<file path="config.mk">
export PLATFORM = sky130hd
export DESIGN_NAME = traffic_ctrl
export DESIGN_NICKNAME = d
export VERILOG_FILES = /design/src/rtl/traffic_ctrl.sv
export SDC_FILE = /design/constraint.sdc
export NUM_CORES = 1
export LEC_CHECK = 0
export CAP_MARGIN = 0
export CORE_UTILIZATION = 55
export CTS_BUF_LIST = sky130_fd_sc_hd__clkbuf_4
export CTS_CLUSTER_DIAMETER = 100
export DETAILED_ROUTE_END_ITERATION = 8
export GPL_TIMING_DRIVEN = 0
export PLACE_DENSITY = 0.84
export SLEW_MARGIN = 5
export SYNTH_ARGS = -nofsm -noshare
export SYNTH_HDL_FRONTEND = slang
export SYNTH_SLANG_ARGS = --single-unit
</file>
<file path="constraint.sdc">
create_clock -name clk -period 3.21 [get_ports clk]
set_input_delay 0.642 -clock clk [delete_from_list [all_inputs] [get_ports clk]]
set_output_delay 0.642 -clock clk [all_outputs]
set_load 0.02 [all_outputs]
</file>
<file path="src/rtl/traffic_ctrl.sv">
// Two-way intersection light sequencer with pedestrian shortening and night flash mode.
// All phase timing is counted in ticks from an internal clock divider.
module traffic_ctrl #(
    parameter int unsigned TICK_DIV = 125_000_000,
    parameter int unsigned GREEN_S  = 20,
    parameter int unsigned YELLOW_S = 3,
    parameter int unsigned ALLRED_S = 2,
    parameter int unsigned PED_S    = 5
) (
    input  logic       clk,
    input  logic       rst_n,
    input  logic       ped_btn,
    input  logic       night,
    output logic [2:0] light1,
    output logic [2:0] light2,
    output logic [7:0] remain,
    output logic [2:0] phase,
    output logic       ped_pending
);

    localparam int unsigned DIV_W = (TICK_DIV > 2) ? $clog2(TICK_DIV) : 1;
    localparam logic [DIV_W-1:0] DIV_LAST = DIV_W'(TICK_DIV - 1);

    localparam logic [7:0] GREEN_D  = 8'(GREEN_S);
    localparam logic [7:0] YELLOW_D = 8'(YELLOW_S);
    localparam logic [7:0] ALLRED_D = 8'(ALLRED_S);
    localparam logic [7:0] PED_D    = 8'(PED_S);

    localparam logic [2:0] RED    = 3'b100;
    localparam logic [2:0] GREEN  = 3'b010;
    localparam logic [2:0] YELLOW = 3'b110;
    localparam logic [2:0] OFF    = 3'b000;

    typedef enum logic [2:0] {
        NS_G  = 3'd0,
        NS_Y  = 3'd1,
        AR1   = 3'd2,
        EW_G  = 3'd3,
        EW_Y  = 3'd4,
        AR2   = 3'd5,
        FLASH = 3'd6
    } state_t;

    state_t           state, next_state;
    logic [7:0]       next_remain;
    logic             blink, next_blink;
    logic             next_pending;
    logic [2:0]       next_light1, next_light2;
    logic [DIV_W-1:0] div_cnt;
    logic             tick;
    logic [1:0]       ped_sync;
    logic [1:0]       night_sync;
    logic             ped_prev;
    logic             ped_edge;
    logic             night_s;
    logic             entering_clear;

    always_ff @(posedge clk or negedge rst_n) begin
        if (!rst_n) begin
            ped_sync   <= '0;
            night_sync <= '0;
            ped_prev   <= 1'b0;
        end else begin
            ped_sync   <= {ped_sync[0], ped_btn};
            night_sync <= {night_sync[0], night};
            ped_prev   <= ped_sync[1];
        end
    end

    assign ped_edge = ped_sync[1] & ~ped_prev;
    assign night_s  = night_sync[1];

    always_ff @(posedge clk or negedge rst_n) begin
        if (!rst_n) begin
            div_cnt <= '0;
        end else if (tick) begin
            div_cnt <= '0;
        end else begin
            div_cnt <= div_cnt + 1'b1;
        end
    end

    assign tick = (div_cnt == DIV_LAST);

    always_comb begin
        next_state  = state;
        next_remain = remain;
        next_blink  = blink;
        if (tick) begin
            if (state == FLASH) begin
                if (!night_s) begin
                    next_state  = AR2;
                    next_remain = ALLRED_D;
                end else begin
                    next_blink = ~blink;
                end
            end else if (remain == 8'd1) begin
                case (state)
                    NS_G: begin next_state = NS_Y; next_remain = YELLOW_D; end
                    NS_Y: begin next_state = AR1;  next_remain = ALLRED_D; end
                    EW_G: begin next_state = EW_Y; next_remain = YELLOW_D; end
                    EW_Y: begin next_state = AR2;  next_remain = ALLRED_D; end
                    AR1, AR2: begin
                        if (night_s) begin
                            next_state  = FLASH;
                            next_remain = 8'd0;
                            next_blink  = 1'b1;
                        end else begin
                            next_state  = (state == AR1) ? EW_G : NS_G;
                            next_remain = GREEN_D;
                        end
                    end
                    default: begin next_state = AR2; next_remain = ALLRED_D; end
                endcase
            end else begin
                next_remain = remain - 8'd1;
            end
        end
        // Shortening can never coincide with a phase exit since remain > PED_S >= 1.
        if ((state == NS_G || state == EW_G) && ped_pending && remain > PED_D) begin
            next_remain = PED_D;
        end
    end

    assign entering_clear = (next_state != state) && (next_state == AR1 || next_state == AR2);

    always_comb begin
        next_pending = ped_pending;
        if (ped_edge) begin
            next_pending = 1'b1;
        end else if (entering_clear) begin
            next_pending = 1'b0;
        end
    end

    always_comb begin
        next_light1 = RED;
        next_light2 = RED;
        case (next_state)
            NS_G:    next_light1 = GREEN;
            NS_Y:    next_light1 = YELLOW;
            EW_G:    next_light2 = GREEN;
            EW_Y:    next_light2 = YELLOW;
            FLASH: begin
                next_light1 = next_blink ? YELLOW : OFF;
                next_light2 = next_blink ? YELLOW : OFF;
            end
            default: ;
        endcase
    end

    always_ff @(posedge clk or negedge rst_n) begin
        if (!rst_n) begin
            state       <= AR2;
            remain      <= ALLRED_D;
            blink       <= 1'b0;
            ped_pending <= 1'b0;
            light1      <= RED;
            light2      <= RED;
        end else begin
            state       <= next_state;
            remain      <= next_remain;
            blink       <= next_blink;
            ped_pending <= next_pending;
            light1      <= next_light1;
            light2      <= next_light2;
        end
    end

    assign phase = state;

endmodule
</file>
After elaboration in Yosys (flattened, before gate mapping)
Index checks and enable logic that the tools add are counted.
{"block": "word_totals", "reg_bits": 51, "in_bits": 4}
{"block": "classes", "n_addsub": 2, "order_cmp": 1, "n_eq_ne": 15, "mux": 26, "n_bitwise": 3, "reduce_logical": 12}
{"operator": "$mux W8", "count": 5}
{"operator": "$add A27 B1 Y27 const B", "count": 1}
{"operator": "$eq A27 B27 Y1 const B", "count": 1}
{"operator": "$mux W27", "count": 1}
{"operator": "$mux W3", "count": 6}
{"operator": "$pmux W3 S3", "count": 2}
{"operator": "$eq A3 B3 Y1 const B", "count": 5}
{"operator": "$eq A3 B2 Y1 const B", "count": 4}
{"operator": "$pmux W3 S4", "count": 1}
{"operator": "$pmux W5 S2", "count": 1}
{"operator": "$eq A8 B1 Y1 const B", "count": 1}
{"operator": "$gt A8 B3 Y1 const B", "count": 1}
{"operator": "$mux W1", "count": 8}
{"operator": "$sub A8 B1 Y8 const B", "count": 1}
{"operator": "$eq A3 B1 Y1 const B", "count": 2}
{"operator": "$logic_not A3 Y1", "count": 2}
{"operator": "$mux W5", "count": 1}
{"operator": "$reduce_bool A2 Y1", "count": 2}
{"operator": "$reduce_or A2 Y1", "count": 2}
{"operator": "$logic_and A1 B1 Y1", "count": 3}
{"operator": "$ne A3 B2 Y1 const B", "count": 1}
{"operator": "$ne A3 B3 Y1", "count": 1}
{"operator": "$logic_or A1 B1 Y1", "count": 2}
{"operator": "$mux W2", "count": 1}
{"operator": "other kinds (3)", "count": 4}

Longest topological paths before layout
{"block": "logic_depth", "word_depth": 12, "depth_mapped": 9}

Worst setup path after synthesis
Ideal clock, no wire load.
{"block": "synth_path", "path_type": "reg2reg", "start": "register remain[1]", "end": "register remain[5]", "setup_time_ns": 0.072, "arrival_time_ns": 2.278, "t_required_ns": 3.138, "setup_slack_ns": 0.860, "stages_incl_launch_ff": 9, "n_path_buf": 0, "path_cell_list": "dfstp_2 -> inv_1 -> ha_1 -> nor3b_1 -> nor3b_2 -> nor4_1 -> o211ai_1 -> xor2_1 -> nor2_1"}
{"block": "synth_between", "elab_chain_cells": 5}
{"item": "from (decl)", "line_no": "16", "rtl": "output logic [7:0] remain,"}
{"item": "from (signal assigned)", "line_no": "162", "rtl": "remain <= next_remain;"}
{"item": "$sub A8 B1 Y8 or $eq A8 B1 Y1 (tied branches)", "line_no": "116, 97"}
{"item": "$mux W8", "line_no": "97", "rtl": "end else if (remain == 8'd1) begin"}
{"item": "$mux W8", "line_no": "90", "rtl": "if (state == FLASH) begin"}
{"item": "$mux W8", "line_no": "89", "rtl": "if (tick) begin"}
{"item": "$mux W8", "line_no": "120", "rtl": "if ((state == NS_G || state == EW_G) && ped_pending && remain > PED_D) begin"}
Several ways; a longest one is shown, not always the timed one. The select of a mux whose other input is x is not followed.
A chain may end at the register's enable or synchronous reset.

Final worst setup path
{"block": "layout_path", "start": "register remain[1]", "end": "register remain[7]"}
Same word-level chain as after synthesis.

==> flow_metrics.py <==
metrics = {
    "status": {
        "status": "completed",
    },
    "clock_tree": {
        "cts.hold.buffers_added": 0,
        "cts_tree": "built",
        "ctsRootBufferMaster": "clkbuf_4",
        "cts_buffers": 5,
        "cts_sinks": 49,
        "clk_latency_ns": 0.38,
        "clkTransAtPathRegs_ns": 0.16,
        "cts_resized": 0,
        "post-cts-setup-buffers": 0,
        "cts_buffer_depth": 2,
        "htreeDepth": 2,
    },
    "global_route": {
        "grt_start_max_net_pins": 30,
        "antenna_found_initial": 0,
        "grt_overflow": 0,
        "first_global_vias": 2079,
        "grt_use_total_pct": 23.5,
        "grt_pass1_wl_um": 9520,
    },
    "pwr": {
        "total_power_w": 0.00104,
        "p_per_area_nw_per_um2": 333,
        "p_int_w": 0.000801,
        "p_leak_nw": 1.37,
        "switching_share_pct": 22.8,
        "clockPowerShare_pct": 37.5,
        "power.switching_w": 0.000236,
        "p_seq_share_pct": 60.0,
        "vdd_drop_max_v": 0.000289,
        "comb_power_share_pct": 2.5,
    },
    "sta": {
        "final_max_slew_viol_count": 0,
        "final_hold_viol_count": 0,
        "finClkSkew_ns": 0.00852,
        "rsz0062_at_grt": "no",
        "period_minus_slack_ns": 2.76,
        "setup_tns_ns": 0,
        "setup_viol": 0,
        "period_share_pct": 85.9,
        "worst_pin_slew_ns": 1.15,
        "slew_headroom_pct": 22.9,
        "setup_ws_ns": 0.451,
        "fmax_mhz": 362,
    },
    "yosys": {
        "synth_ff_type": "dfrtp_1",
        "synth_top_family_by_area": "simple AND/OR/NAND/NOR gates",
        "yosys.area.top_type": "dfrtp_1",
        "syn-cell-area_um2": 2730,
        "yosysMostFrequentCell": "dfrtp_1",
        "synth_top_cell_area_share_pct": 40.3,
        "synth.ff_latch_count": 49,
        "synthAdderAreaFrac_pct": 1.83,
        "syn_avg_cell_area_um2": 10.1,
        "syn_inst": 270,
        "synth-xor-area-share_pct": 8.33,
        "synthSimpleGateAreaFrac_pct": 29.0,
        "synth_compound_area_share_pct": 10.7,
        "synth_commonest_cells": "44 x dfrtp_1, 25 x nor2_1, 21 x nand2_1",
        "synth-async-reset-ratio_pct": 100,
        "ys.warnings.count": 0,
        "yosys-top-cells-area": "dfrtp_1 40%, xor2_1 5.1%, dfstp_2 4.8%, nor2_1 3.4%, xnor2_1 3.2%",
        "yosys.cell_types.count": 58,
        "synthMuxAreaShare_pct": 1.10,
        "synth_edf_count": 0,
        "seq_area_frac_synth_pct": 45.1,
    },
    "layout": {
        "fin_util_pct": 65.5,
        "layout-drive-gt1-share_pct": 12.7,
        "finalNetCount": 306,
        "fillers": 392,
        "finalInstanceArea_um2": 3110,
        "area_growth_pct": 13.9,
        "num_antenna_cells": 0,
    },
    "critical_path": {
        "worstSetupPathType": "reg2reg",
        "crit_slowest_cell": "nor4_1",
        "cp.required_ns": 3.53,
        "critPathMaxStageDelay_ns": 0.93,
        "path_cells": "inv_1, ha_1, nor3b_1, nor3b_2, nor4_1, o211ai_1, xor2_1, nor2_1",
        "endpoint_kind": "register",
        "start_kind": "register",
        "cp_max_fo": 8,
        "worstPathArrival_ns": 3.08,
    },
    "die": {
        "core_um2": 4750,
        "ios": 22,
        "die_x_um": 72.5,
        "start_util_pct": 57.5,
        "fp.dieArea_um2": 5250,
        "die_h_um": 72.5,
        "rows": 25,
    },
    "place": {
        "placed_cell_area_um2": 3030,
        "routabilityCongestion": 0.820,
        "port_buffers": 19,
        "dpl.hpwl_um": 3960,
        "pre_cts_ws_ns": 0.480,
    },
    "flow_run": {
        "drv_cap": 0,
    },
    "route": {
        "viasPerCell": 5.81,
        "postRouteAntennaNets": 0,
        "wirelength_um": 5460,
        "drtIter0Drc": 119,
        "vias": 2126,
        "drt_pass1_iterations": 4,
        "drc": 0,
        "wire_per_inst_um": 14.9,
    },
    "hold_path": {
        "hp-class": "in2async",
    },
}
==> layer usage <==
| metal | vias to the layer above | wire [µm] | track usage (%) |
|---|---|---|---|
| li1 | 1020 | - | - |
| met1 | 1060 | 2530 | 31.8 |
| met2 | 39 | 2710 | 38.4 |
| met3 | 7 | 160 | 3.47 |
| met4 | 0 | 68 | 8.93 |
| met5 | - | 0 | 0 |
==> worst max-delay path: cells and delay by family (launching register included) <==
kind                       cells  cell delay, ns
and+or+nand+nor                4            1.39
adders and majority gates      1            0.22
buffers and inverters          1            0.07
xor gates and xnor gates       1            0.19
DFF                            1            0.59
AOI/OAI and AO/OA              1            0.24
==> sequential cells by signal, indices dropped and copies added (netlist names) <==
signal       flops
light2           2
light1           2
ped_pending      1
blink            1
night_sync       2
phase            3
ped_sync         2
remain           8
ped_prev         1
div_cnt         27
==> logic make-up (layout without fill, tap and decap cells) <==
group           after synthesis  after routing
compound gates               41             41
xor+xnor                     26             26
fa+ha+maj                     4              4
buf+inv                      21             49
flops                        49             49
mux                           3              3
other cells                   1              2
simple gates                125            125
==> through the flow <==
step | instances | hold WS [ns]
finish | 366 | 0.194
global placement | 357 | 0.332
floorplan | 271 | 0.331
detailed placement | 358 | 0.340
CTS | 366 | 0.213
global route | 366 | 0.220
==> path summary, 6_finish.rpt <==
kind,startpoint,cells past startpoint,slack [ns],end
hold / removal,rst_n,1,0.19,blink
setup / recovery,remain[1],8,0.45,remain[7]
setup reg to reg,remain[1],8,0.45,remain[7]
max in group asynchronous,rst_n,2,2.43,light1[2]
min in group clk,ped_sync[0],0,0.37,ped_sync[1]
hold reg to reg,ped_sync[0],0,0.37,ped_sync[1]
==> area by class of cell <==
cell class | count | area [µm²] | share of cell area (%)
plain buffers | 10 | 61.3 | 1.97
clock buffers | 5 | 37.5 | 1.21
clock inverters | 3 | 50.0 | 1.61
inverters | 11 | 41.3 | 1.33
multi-input cells | 201 | 1400 | 45.0
flip-flops and latches | 49 | 1230 | 39.6
well taps | 67 | 83.8 | 2.69
repair buffers | 20 | 205 | 6.59
==> cells in the final DEF, fill, tap and decap left out, types with 3 or more instances in the layout <==
master	instances
a211oi_1	4
a21o_1	3
a21oi_1	6
and3_1	7
and4_1	6
buf_4	4
clkbuf_1	4
clkbuf_4	5
clkdlybuf4s50_1	18
dfrtp_1	44
dfstp_2	5
ha_1	4
inv_1	11
mux2i_1	3
nand2_1	21
nand2b_1	3
nand3_1	11
nand4_1	6
nor2_1	25
nor2b_1	7
nor3_1	5
nor3b_1	4
nor4_1	4
nor4b_2	3
o211ai_1	3
o21ai_0	7
o21ai_1	4
xnor2_1	10
xor2_1	16
==> power by group through the flow <==
stage               registers, W   logic (W)  clock network, W
floorplan               0.000633  0.00000803                 0
global placement        0.000633   0.0000243                 0
detailed placement      0.000633   0.0000276                 0
CTS                     0.000622   0.0000276          0.000394
global route            0.000623   0.0000306          0.000412
finish                  0.000622   0.0000264          0.000389
No activity file was read; power rests on OpenSTA's default activity.
